## src/rtl/swev_pkg.sv

```systemverilog
// Shared definitions for the switch event decoder and the downstream
// queue-count state machine.
//  - EVT_* : event codes carried on evt_code (one per slide switch)
//  - state_e : press-tracking FSM states
//  - swev_is_onehot / swev_encode : helpers for the 4-bit debounced vector
package swev_pkg;

  localparam logic [1:0] EVT_M8  = 2'd3;  // bit3, -8 (drive)
  localparam logic [1:0] EVT_P12 = 2'd2;  // bit2, +12
  localparam logic [1:0] EVT_P8  = 2'd1;  // bit1, +8
  localparam logic [1:0] EVT_P4  = 2'd0;  // bit0, +4

  typedef enum logic {
    S_IDLE = 1'b0,
    S_HELD = 1'b1
  } state_e;

  // True when exactly one bit is set.
  function automatic logic swev_is_onehot(input logic [3:0] v);
    return (v != 4'd0) && ((v & (v - 4'd1)) == 4'd0);
  endfunction

  // Index of the set bit; only meaningful for a one-hot input.
  function automatic logic [1:0] swev_encode(input logic [3:0] v);
    return {v[3] | v[2], v[3] | v[1]};
  endfunction

endpackage

```

## src/rtl/sw_debounce.sv

```systemverilog
// Single-bit conditioner: two-flop synchroniser followed by a counter-based
// debouncer. A new level is accepted only after the synchronised input has
// differed from the current stable level for DEBOUNCE_CYCLES consecutive clocks.
// Ports:
//  clk_i    in  system clock
//  rst_ni   in  asynchronous active-low reset
//  sw_i     in  raw switch, asynchronous to clk_i
//  stable_o out debounced level (registered)
module sw_debounce #(
  parameter int unsigned DEBOUNCE_CYCLES = 1_000_000,
  parameter int unsigned CNT_W           = 20
) (
  input  logic clk_i,
  input  logic rst_ni,
  input  logic sw_i,
  output logic stable_o
);

  localparam logic [CNT_W-1:0] CNT_LAST = CNT_W'(DEBOUNCE_CYCLES - 1);
  localparam logic [CNT_W-1:0] CNT_ZERO = {CNT_W{1'b0}};
  localparam logic [CNT_W-1:0] CNT_ONE  = {{(CNT_W-1){1'b0}}, 1'b1};

  logic             sync1_q, sync2_q;
  logic [CNT_W-1:0] cnt_q, cnt_d;
  logic             stable_q, stable_d;

  // Synchroniser for the asynchronous raw input.
  always_ff @(posedge clk_i or negedge rst_ni) begin
    if (!rst_ni) begin
      sync1_q <= 1'b0;
      sync2_q <= 1'b0;
    end else begin
      sync1_q <= sw_i;
      sync2_q <= sync1_q;
    end
  end

  // Debounce next-state: count consecutive mismatches, flip on the last one.
  always_comb begin
    cnt_d    = cnt_q;
    stable_d = stable_q;
    if (sync2_q == stable_q) begin
      cnt_d = CNT_ZERO;
    end else if (cnt_q == CNT_LAST) begin
      stable_d = sync2_q;
      cnt_d    = CNT_ZERO;
    end else begin
      cnt_d = cnt_q + CNT_ONE;
    end
  end

  // Debounce state registers.
  always_ff @(posedge clk_i or negedge rst_ni) begin
    if (!rst_ni) begin
      cnt_q    <= CNT_ZERO;
      stable_q <= 1'b0;
    end else begin
      cnt_q    <= cnt_d;
      stable_q <= stable_d;
    end
  end

  assign stable_o = stable_q;

endmodule

```

## src/rtl/switch_event_decoder.sv

```systemverilog
// Turns the four raw slide switches into clean single-cycle events for the
// queue-count state machine: per-bit synchronise + debounce, then a two-state
// FSM that emits one pulse per press and demands a full release before the next.
// Ports:
//  CLOCK_50  in  50 MHz system clock
//  RESET_N   in  asynchronous active-low reset
//  SW        in  raw switches (bit3 -8, bit2 +12, bit1 +8, bit0 +4)
//  evt_valid out one-cycle pulse: single-switch press accepted
//  evt_code  out index of the pressed switch, held until the next valid event
//  evt_err   out one-cycle pulse: accepted press had more than one switch high
//  sw_idle   out 1 while all debounced switches are low
module switch_event_decoder
  import swev_pkg::*;
#(
  parameter int unsigned NUM_SW          = 4,
  parameter int unsigned DEBOUNCE_CYCLES = 1_000_000,
  parameter int unsigned CNT_W           = 20
) (
  input  logic              CLOCK_50,
  input  logic              RESET_N,
  input  logic [NUM_SW-1:0] SW,
  output logic              evt_valid,
  output logic [1:0]        evt_code,
  output logic              evt_err,
  output logic              sw_idle
);

  logic [NUM_SW-1:0] stable_v;

  state_e     state_q, state_d;
  logic       evt_valid_q, evt_valid_d;
  logic       evt_err_q, evt_err_d;
  logic [1:0] evt_code_q, evt_code_d;
  logic       sw_idle_q, sw_idle_d;

  genvar gi;
  generate
    for (gi = 0; gi < NUM_SW; gi++) begin : g_deb
      sw_debounce #(
        .DEBOUNCE_CYCLES(DEBOUNCE_CYCLES),
        .CNT_W          (CNT_W)
      ) u_deb (
        .clk_i   (CLOCK_50),
        .rst_ni  (RESET_N),
        .sw_i    (SW[gi]),
        .stable_o(stable_v[gi])
      );
    end
  endgenerate

  // Press FSM next-state and output decode.
  always_comb begin
    state_d     = state_q;
    evt_valid_d = 1'b0;
    evt_err_d   = 1'b0;
    evt_code_d  = evt_code_q;
    sw_idle_d   = (stable_v == {NUM_SW{1'b0}});
    case (state_q)
      S_IDLE: begin
        if (stable_v != {NUM_SW{1'b0}}) begin
          // Multi-hot presses only flag an error; the last good code is kept.
          if (swev_is_onehot(stable_v)) begin
            evt_valid_d = 1'b1;
            evt_code_d  = swev_encode(stable_v);
          end else begin
            evt_err_d = 1'b1;
          end
          state_d = S_HELD;
        end else begin
          state_d = S_IDLE;
        end
      end
      S_HELD: begin
        // Any change while something is still held is ignored.
        if (stable_v == {NUM_SW{1'b0}}) begin
          state_d = S_IDLE;
        end else begin
          state_d = S_HELD;
        end
      end
      default: begin
        state_d = S_IDLE;
      end
    endcase
  end

  // FSM state and registered outputs.
  always_ff @(posedge CLOCK_50 or negedge RESET_N) begin
    if (!RESET_N) begin
      state_q     <= S_IDLE;
      evt_valid_q <= 1'b0;
      evt_err_q   <= 1'b0;
      evt_code_q  <= EVT_P4;
      sw_idle_q   <= 1'b1;
    end else begin
      state_q     <= state_d;
      evt_valid_q <= evt_valid_d;
      evt_err_q   <= evt_err_d;
      evt_code_q  <= evt_code_d;
      sw_idle_q   <= sw_idle_d;
    end
  end

  assign evt_valid = evt_valid_q;
  assign evt_err   = evt_err_q;
  assign evt_code  = evt_code_q;
  assign sw_idle   = sw_idle_q;

endmodule
```

## config.mk

```make
export PLATFORM = sky130hd
export DESIGN_NAME = switch_event_decoder
export DESIGN_NICKNAME = d
export VERILOG_FILES = /design/src/rtl/swev_pkg.sv /design/src/rtl/sw_debounce.sv /design/src/rtl/switch_event_decoder.sv
export SDC_FILE = /design/constraint.sdc
export NUM_CORES = 1
export LEC_CHECK = 0
export ABC_AREA = 1
export BUFFER_PORTS_ARGS = -buffer_cell sky130_fd_sc_hd__buf_2
export CAP_MARGIN = 10
export CORE_MARGIN = 2
export CORE_UTILIZATION = 25
export CTS_BUF_LIST = sky130_fd_sc_hd__clkbuf_16
export DETAILED_ROUTE_END_ITERATION = 8
export PLACE_DENSITY = 0.47
export SETUP_SLACK_MARGIN = 0.5
export SLEW_MARGIN = 20
export SYNTH_ARGS = -nofsm -noshare
export SYNTH_HDL_FRONTEND = slang
export SYNTH_SLANG_ARGS = --single-unit
```

## constraint.sdc

```tcl
create_clock -name CLOCK_50 -period 1.55 [get_ports CLOCK_50]
set_input_delay 0.2325 -clock CLOCK_50 [delete_from_list [all_inputs] [get_ports CLOCK_50]]
set_output_delay 0.2325 -clock CLOCK_50 [all_outputs]
set_load 0.02 [all_outputs]
```

# [Word level (Yosys, flattened, before mapping)]
# Cells that the tools add are included.
[word_totals] regBits=98 inputBits=6 output_inout_bits=5 elab_cells=68
[op_classes] addsub=5 eq_ne=8 n_mux=17 bitwise_logic=8 n_reduce_logical=9
[ops] operator="20-bit two-way mux" n=8
[ops] operator="20-bit by 1-bit adder with 20-bit output, second input constant" n=4
[ops] operator="20-bit == test, second input constant" n=4
[ops] operator="4-bit zero test" n=2
[ops] operator="1-bit two-way mux" n=8
[ops] operator="2-bit AND reduction" n=4
[ops] operator="1-bit NOT" n=5
[ops] operator="4-bit bitwise AND" n=1
[ops] operator="1-bit == test" n=4
[ops] operator="4-bit nonzero test" n=1
[ops] operator="4-bit by 1-bit subtractor with 4-bit output, second input constant" n=1
[ops] operator="3-bit AND reduction" n=1
[ops] operator="1-bit OR" n=2
[ops] operator="1-bit one-hot mux with 2 select lines" n=1
[ops] operator="1-bit logical AND" n=1

# [Longest topological paths before layout]
[depth] depth_word=7 mapped_depth=9 ltp_nobuf=9

# [By module]
# From an unflattened synthesis, not the netlist that was laid out.
[unflattened] cells_unflattened=671 hier_area_um2=5600.4
[by_module_without_submodules] mod="sw_debounce" n_inst=4 cells_each=161 area_each_um2=1335.0 seq_area_each_um2=575.6
[by_module_without_submodules] mod="switch_event_decoder" n_inst=1 cells_each=27 area_each_um2=260.2 seq_area_each_um2=151.4

# [Worst setup path after synthesis]
# OpenSTA, ideal clock, no wires.
[synth_timing] kind="reg-to-reg" startpoint="reg g_deb[0].u_deb.cnt_q[0]" endpoint="reg g_deb[0].u_deb.cnt_q[16]" setup_time_ns=0.118 arrival_ns=1.243 required_ns=1.432 slack_ns=0.189 path_stages_with_launch=9 n_path_buf=0 synth_period_minus_slack_ns=1.361 path_cell_list="dfrtp_1 > ha_1 > nand2_2 > nor3_4 > nand3_4 > nand2_4 > inv_4 > nand2_1 > nor2_2"
[synth_via] elab_chain_len=3 word_cells_on_any_way=4 classes_between="add/sub (1); eq/ne (1); mux (2)"
[synth_rtl] element="from (decl)" line="sw_debounce.sv:24" source="logic [CNT_W-1:0] cnt_q, cnt_d;"
[synth_rtl] element="from (signal assigned)" line="sw_debounce.sv:58" source="cnt_q <= cnt_d;"
[synth_rtl] element="20-bit by 1-bit adder with 20-bit output or 20-bit == test (tied branches)" line="sw_debounce.sv:48, sw_debounce.sv:44"
[synth_rtl] element="20-bit two-way mux *" line="sw_debounce.sv:44" source="end else if (cnt_q == CNT_LAST) begin"
[synth_rtl] element="20-bit two-way mux *" line="sw_debounce.sv:42" source="if (sync2_q == stable_q) begin"
[synth_rtl] element="net g_deb[0].u_deb.cnt_d[16]" line="sw_debounce.sv:24"
# Mark *: on every way through the listed nets, which the timed path passes. The rest lies on a longest branch.
# A chain may end at the register's enable or synchronous reset.

# [Final worst setup path]
[layout_timing] startpoint="reg g_deb[1].u_deb.cnt_q[1]" endpoint="reg g_deb[1].u_deb.cnt_q[1]"
[layout_via] elab_chain_len=3 word_cells_on_any_way=4 classes_between="add/sub (1); eq/ne (1); mux (2)"
[layout_rtl] element="from (decl)" line="sw_debounce.sv:24"
[layout_rtl] element="from (signal assigned)" line="sw_debounce.sv:58"
[layout_rtl] element="20-bit by 1-bit adder with 20-bit output or 20-bit == test (tied branches)" line="sw_debounce.sv:48, sw_debounce.sv:44"
[layout_rtl] element="20-bit two-way mux *" line="sw_debounce.sv:44"
[layout_rtl] element="20-bit two-way mux *" line="sw_debounce.sv:42"
[layout_rtl] element="net g_deb[1].u_deb.cnt_d[1]" line="sw_debounce.sv:24"
# Marks and branches as above.

==> impl_metrics.sql <==
INSERT INTO impl_metrics (metric_group, metric, value, unit) VALUES
('timing', 'clk_skew', '0.00517', 'ns'),
('pwr', 'seqPwrFrac', '0.516', ''),
('pwr', 'power.switching_fraction', '0.246', ''),
('pwr', 'leak_pwr', '3.19', 'nW'),
('worst_setup_path', 'path_delay_family', 'simple AND/OR/NAND/NOR gates', ''),
('status', 'run_status', 'completed', ''),
('die', 'chipWidth', '147', 'um'),
('layout', 'synthToLayoutAreaGrowth', '44.7', '%'),
('layout', 'final_cell_count_no_fill', '1006', ''),
('yosys', 'portion_of_the_post_synthesis_area_used_by_sequential_elements', '0.482', ''),
('place', 'io_buffers', '10', ''),
('worst_setup_path', 'worstPathRequired', '1.80', 'ns'),
('yosys', 'muxShareOfSynthArea', '0', ''),
('yosys', 'postSynth.asyncResetShare', '1.00', ''),
('pwr', 'intPower', '3.85', 'mW'),
('yosys', 'synth_simple_gate_area_frac', '0.354', ''),
('place', 'dpl_worst_slack', '0.0446', 'ns'),
('worst_setup_path', 'crit_path_end_kind', 'register', ''),
('global_route', 'grt_overflow_total', '0', ''),
('worst_setup_path', 'worstPathMaxFanout', '8', ''),
('die', 'boundaryPins', '11', ''),
('drt', 'wl_per_cell', '11.7', 'um'),
('layout', 'fin_area', '0.00736', 'mm^2'),
('yosys', 'yosys.cell_types.count', '34', ''),
('clocking', 'tritoncts', 'done', ''),
('timing', 'timing.fmax', '719', 'MHz'),
('clocking', 'clk_pin_slew', '0.07', 'ns'),
('drt', 'drt.antenna.violating_nets', '0', ''),
('timing', 'max_slew_margin', '0.782', ''),
('worst_setup_path', 'cp.buffers_inverters', '1', ''),
('drt', 'detail_route.drc_violations', '0', ''),
('place', 'postPlaceCellArea', '0.00577', 'mm^2'),
('timing', 'tns', '0', 'ns'),
('layout', 'drive_above_1_share', '0.386', ''),
('global_route', 'grt_start_max_net_pins', '33', ''),
('worst_setup_path', 'r2r_setup_slack', '0.16', 'ns'),
('pwr', 'cellPowerDensity', '693', 'mW/mm^2'),
('clocking', 'clock_sinks', '98', ''),
('yosys', 'postSynthRegisterBits', '98', ''),
('die', 'floorplan.core_area', '0.0201', 'mm^2'),
('layout', 'fillers', '2007', ''),
('yosys', 'synthesis.area', '0.00509', 'mm^2'),
('layout', 'most_frequent_standard_cell_in_the_layout_excluding_fill_and_tap_cells', 'sky130_fd_sc_hd__nor2_1', ''),
('layout', 'postLayoutCoreUtil', '0.366', ''),
('yosys', 'post_synth_xor_area_fraction', '0.0755', ''),
('timing', 'rsz0062_at_grt', 'true', ''),
('die', 'die-height', '147', 'um'),
('job', 'cap_viol_max_count', '0', ''),
('yosys', 'syn-num-nets', '638', ''),
('pwr', 'netSwitchingPower', '1.26', 'mW'),
('global_route', 'grt_antenna_before_repair', '0', ''),
('worst_setup_path', 'slowest_delay', '0.41', 'ns'),
('clocking', 'clock_insertion_delay_worst_skew', '0.35', 'ns'),
('worst_setup_path', 'crit-reg2reg-capture', 'g_deb[1].u_deb.cnt_q[1]', ''),
('drt', 'detail_route.iter0.violations', '161', ''),
('pwr', 'power_frac_comb', '0.071', ''),
('yosys', 'ys.warnings.count', '0', ''),
('worst_setup_path', 'crit_path_frequent_cell', 'sky130_fd_sc_hd__nand2_4', ''),
('worst_setup_path', 'reg2regPathDepth', '8', ''),
('worst_setup_path', 'crit_path_start', 'g_deb[1].u_deb.cnt_q[1]', ''),
('timing', 'final_critical_path_setup_slack', '0.159', 'ns'),
('timing', 'hold_slack', '0.320', 'ns'),
('die', 'initial_utilization', '0.253', ''),
('place', 'detailed_place_hpwl', '7810', 'um'),
('yosys', 'synth-edff-count', '0', ''),
('place', 'numPlacedInstances', '921', ''),
('timing', 'timing.final.crit_share', '0.898', ''),
('yosys', 'synth_cells', '628', ''),
('yosys', 'compound_cell_area_share_of_the_yosys_netlist', '0.0234', ''),
('global_route', 'wire_length_of_the_first_global_routing_pass', '20300', 'um'),
('layout', 'finish.net_count', '741', '');
-- cell families after synthesis --
logic type / after synthesis
xor gates and xnor gates: 43
buffers and inverters: 74
and+or+nand+nor: 386
adders and majority gates: 4
DFF: 98
AOI/OAI and AO/OA: 23
-- power groups by stage --
stage               clock, mW  combinational (mW)  sequential (mW)
floorplan                   0              0.0977             2.67
global placement            0               0.203             2.67
detailed placement          0               0.202             2.68
CTS                      2.21               0.301             2.63
global route             2.31               0.405             2.64
finish                   2.11               0.361             2.64
-- per-layer routing --
metal / global-route usage / wire (um) / vias to the layer above / part of all wire
li1: - / - / 2163 / -
met3: 0.0194 / 178 / 12 / 0.015
met1: 0.149 / 5540 / 1964 / 0.47
met4: 0.0442 / 198 / 0 / 0.017
met2: 0.195 / 5860 / 28 / 0.50
met5: 0 / 0 / - / 0
-- registers in the layout, summed over array words and instances, names as in the netlist --
name / count
g_deb.u_deb.sync1_q: 4
g_deb.u_deb.cnt_q: 80
sw_idle: 1
state_q: 1
evt_err: 1
evt_code: 2
g_deb.u_deb.sync2_q: 4
evt_valid: 1
g_deb.u_deb.stable_o: 4
-- timing repair --
action,in CTS,in global routing
hold buffers,5,0
hold endpoints to repair,22,0
pin swaps,49,34
buffers inserted,41,23
setup endpoints to repair,95,95
resized for setup,108,87
-- how the worst max path moves through the flow --
stage,to,cells past startpoint
after CTS,g_deb[2].u_deb.cnt_q[19],8
after detailed placement,g_deb[3].u_deb.cnt_q[17],8
after global routing,g_deb[3].u_deb.cnt_q[19],8
after floorplan,g_deb[2].u_deb.cnt_q[19],8
after global placement,g_deb[3].u_deb.cnt_q[16],8
final,g_deb[1].u_deb.cnt_q[1],8
-- cell usage after synthesis (all sizes together), types with 2 or more instances --
| cell type | instances | share of area |
|---|---|---|
| inv | 73 | 0.054 |
| nand4 | 11 | 0.014 |
| o21ai | 6 | 0.0059 |
| nor3 | 13 | 0.018 |
| a21oi | 15 | 0.015 |
| xnor2 | 9 | 0.015 |
| nor2 | 168 | 0.14 |
| or2 | 2 | 0.0030 |
| nor3b | 4 | 0.0069 |
| nand3b | 2 | 0.0029 |
| nand2 | 134 | 0.11 |
| ha | 4 | 0.0098 |
| nand3 | 51 | 0.061 |
| xor2 | 34 | 0.060 |
| dfrtp | 97 | 0.48 |
-- layout make-up --
cell class | count | area (um^2) | area share
well taps | 270 | 338 | 0.0459
multi-input cells | 456 | 3080 | 0.418
inverters | 74 | 312 | 0.0423
repair buffers | 92 | 902 | 0.122
flip-flops and latches | 98 | 2460 | 0.335
clock inverters | 7 | 45.0 | 0.00612
clock buffers | 9 | 225 | 0.0306
Power figures use the tool's default switching activity.
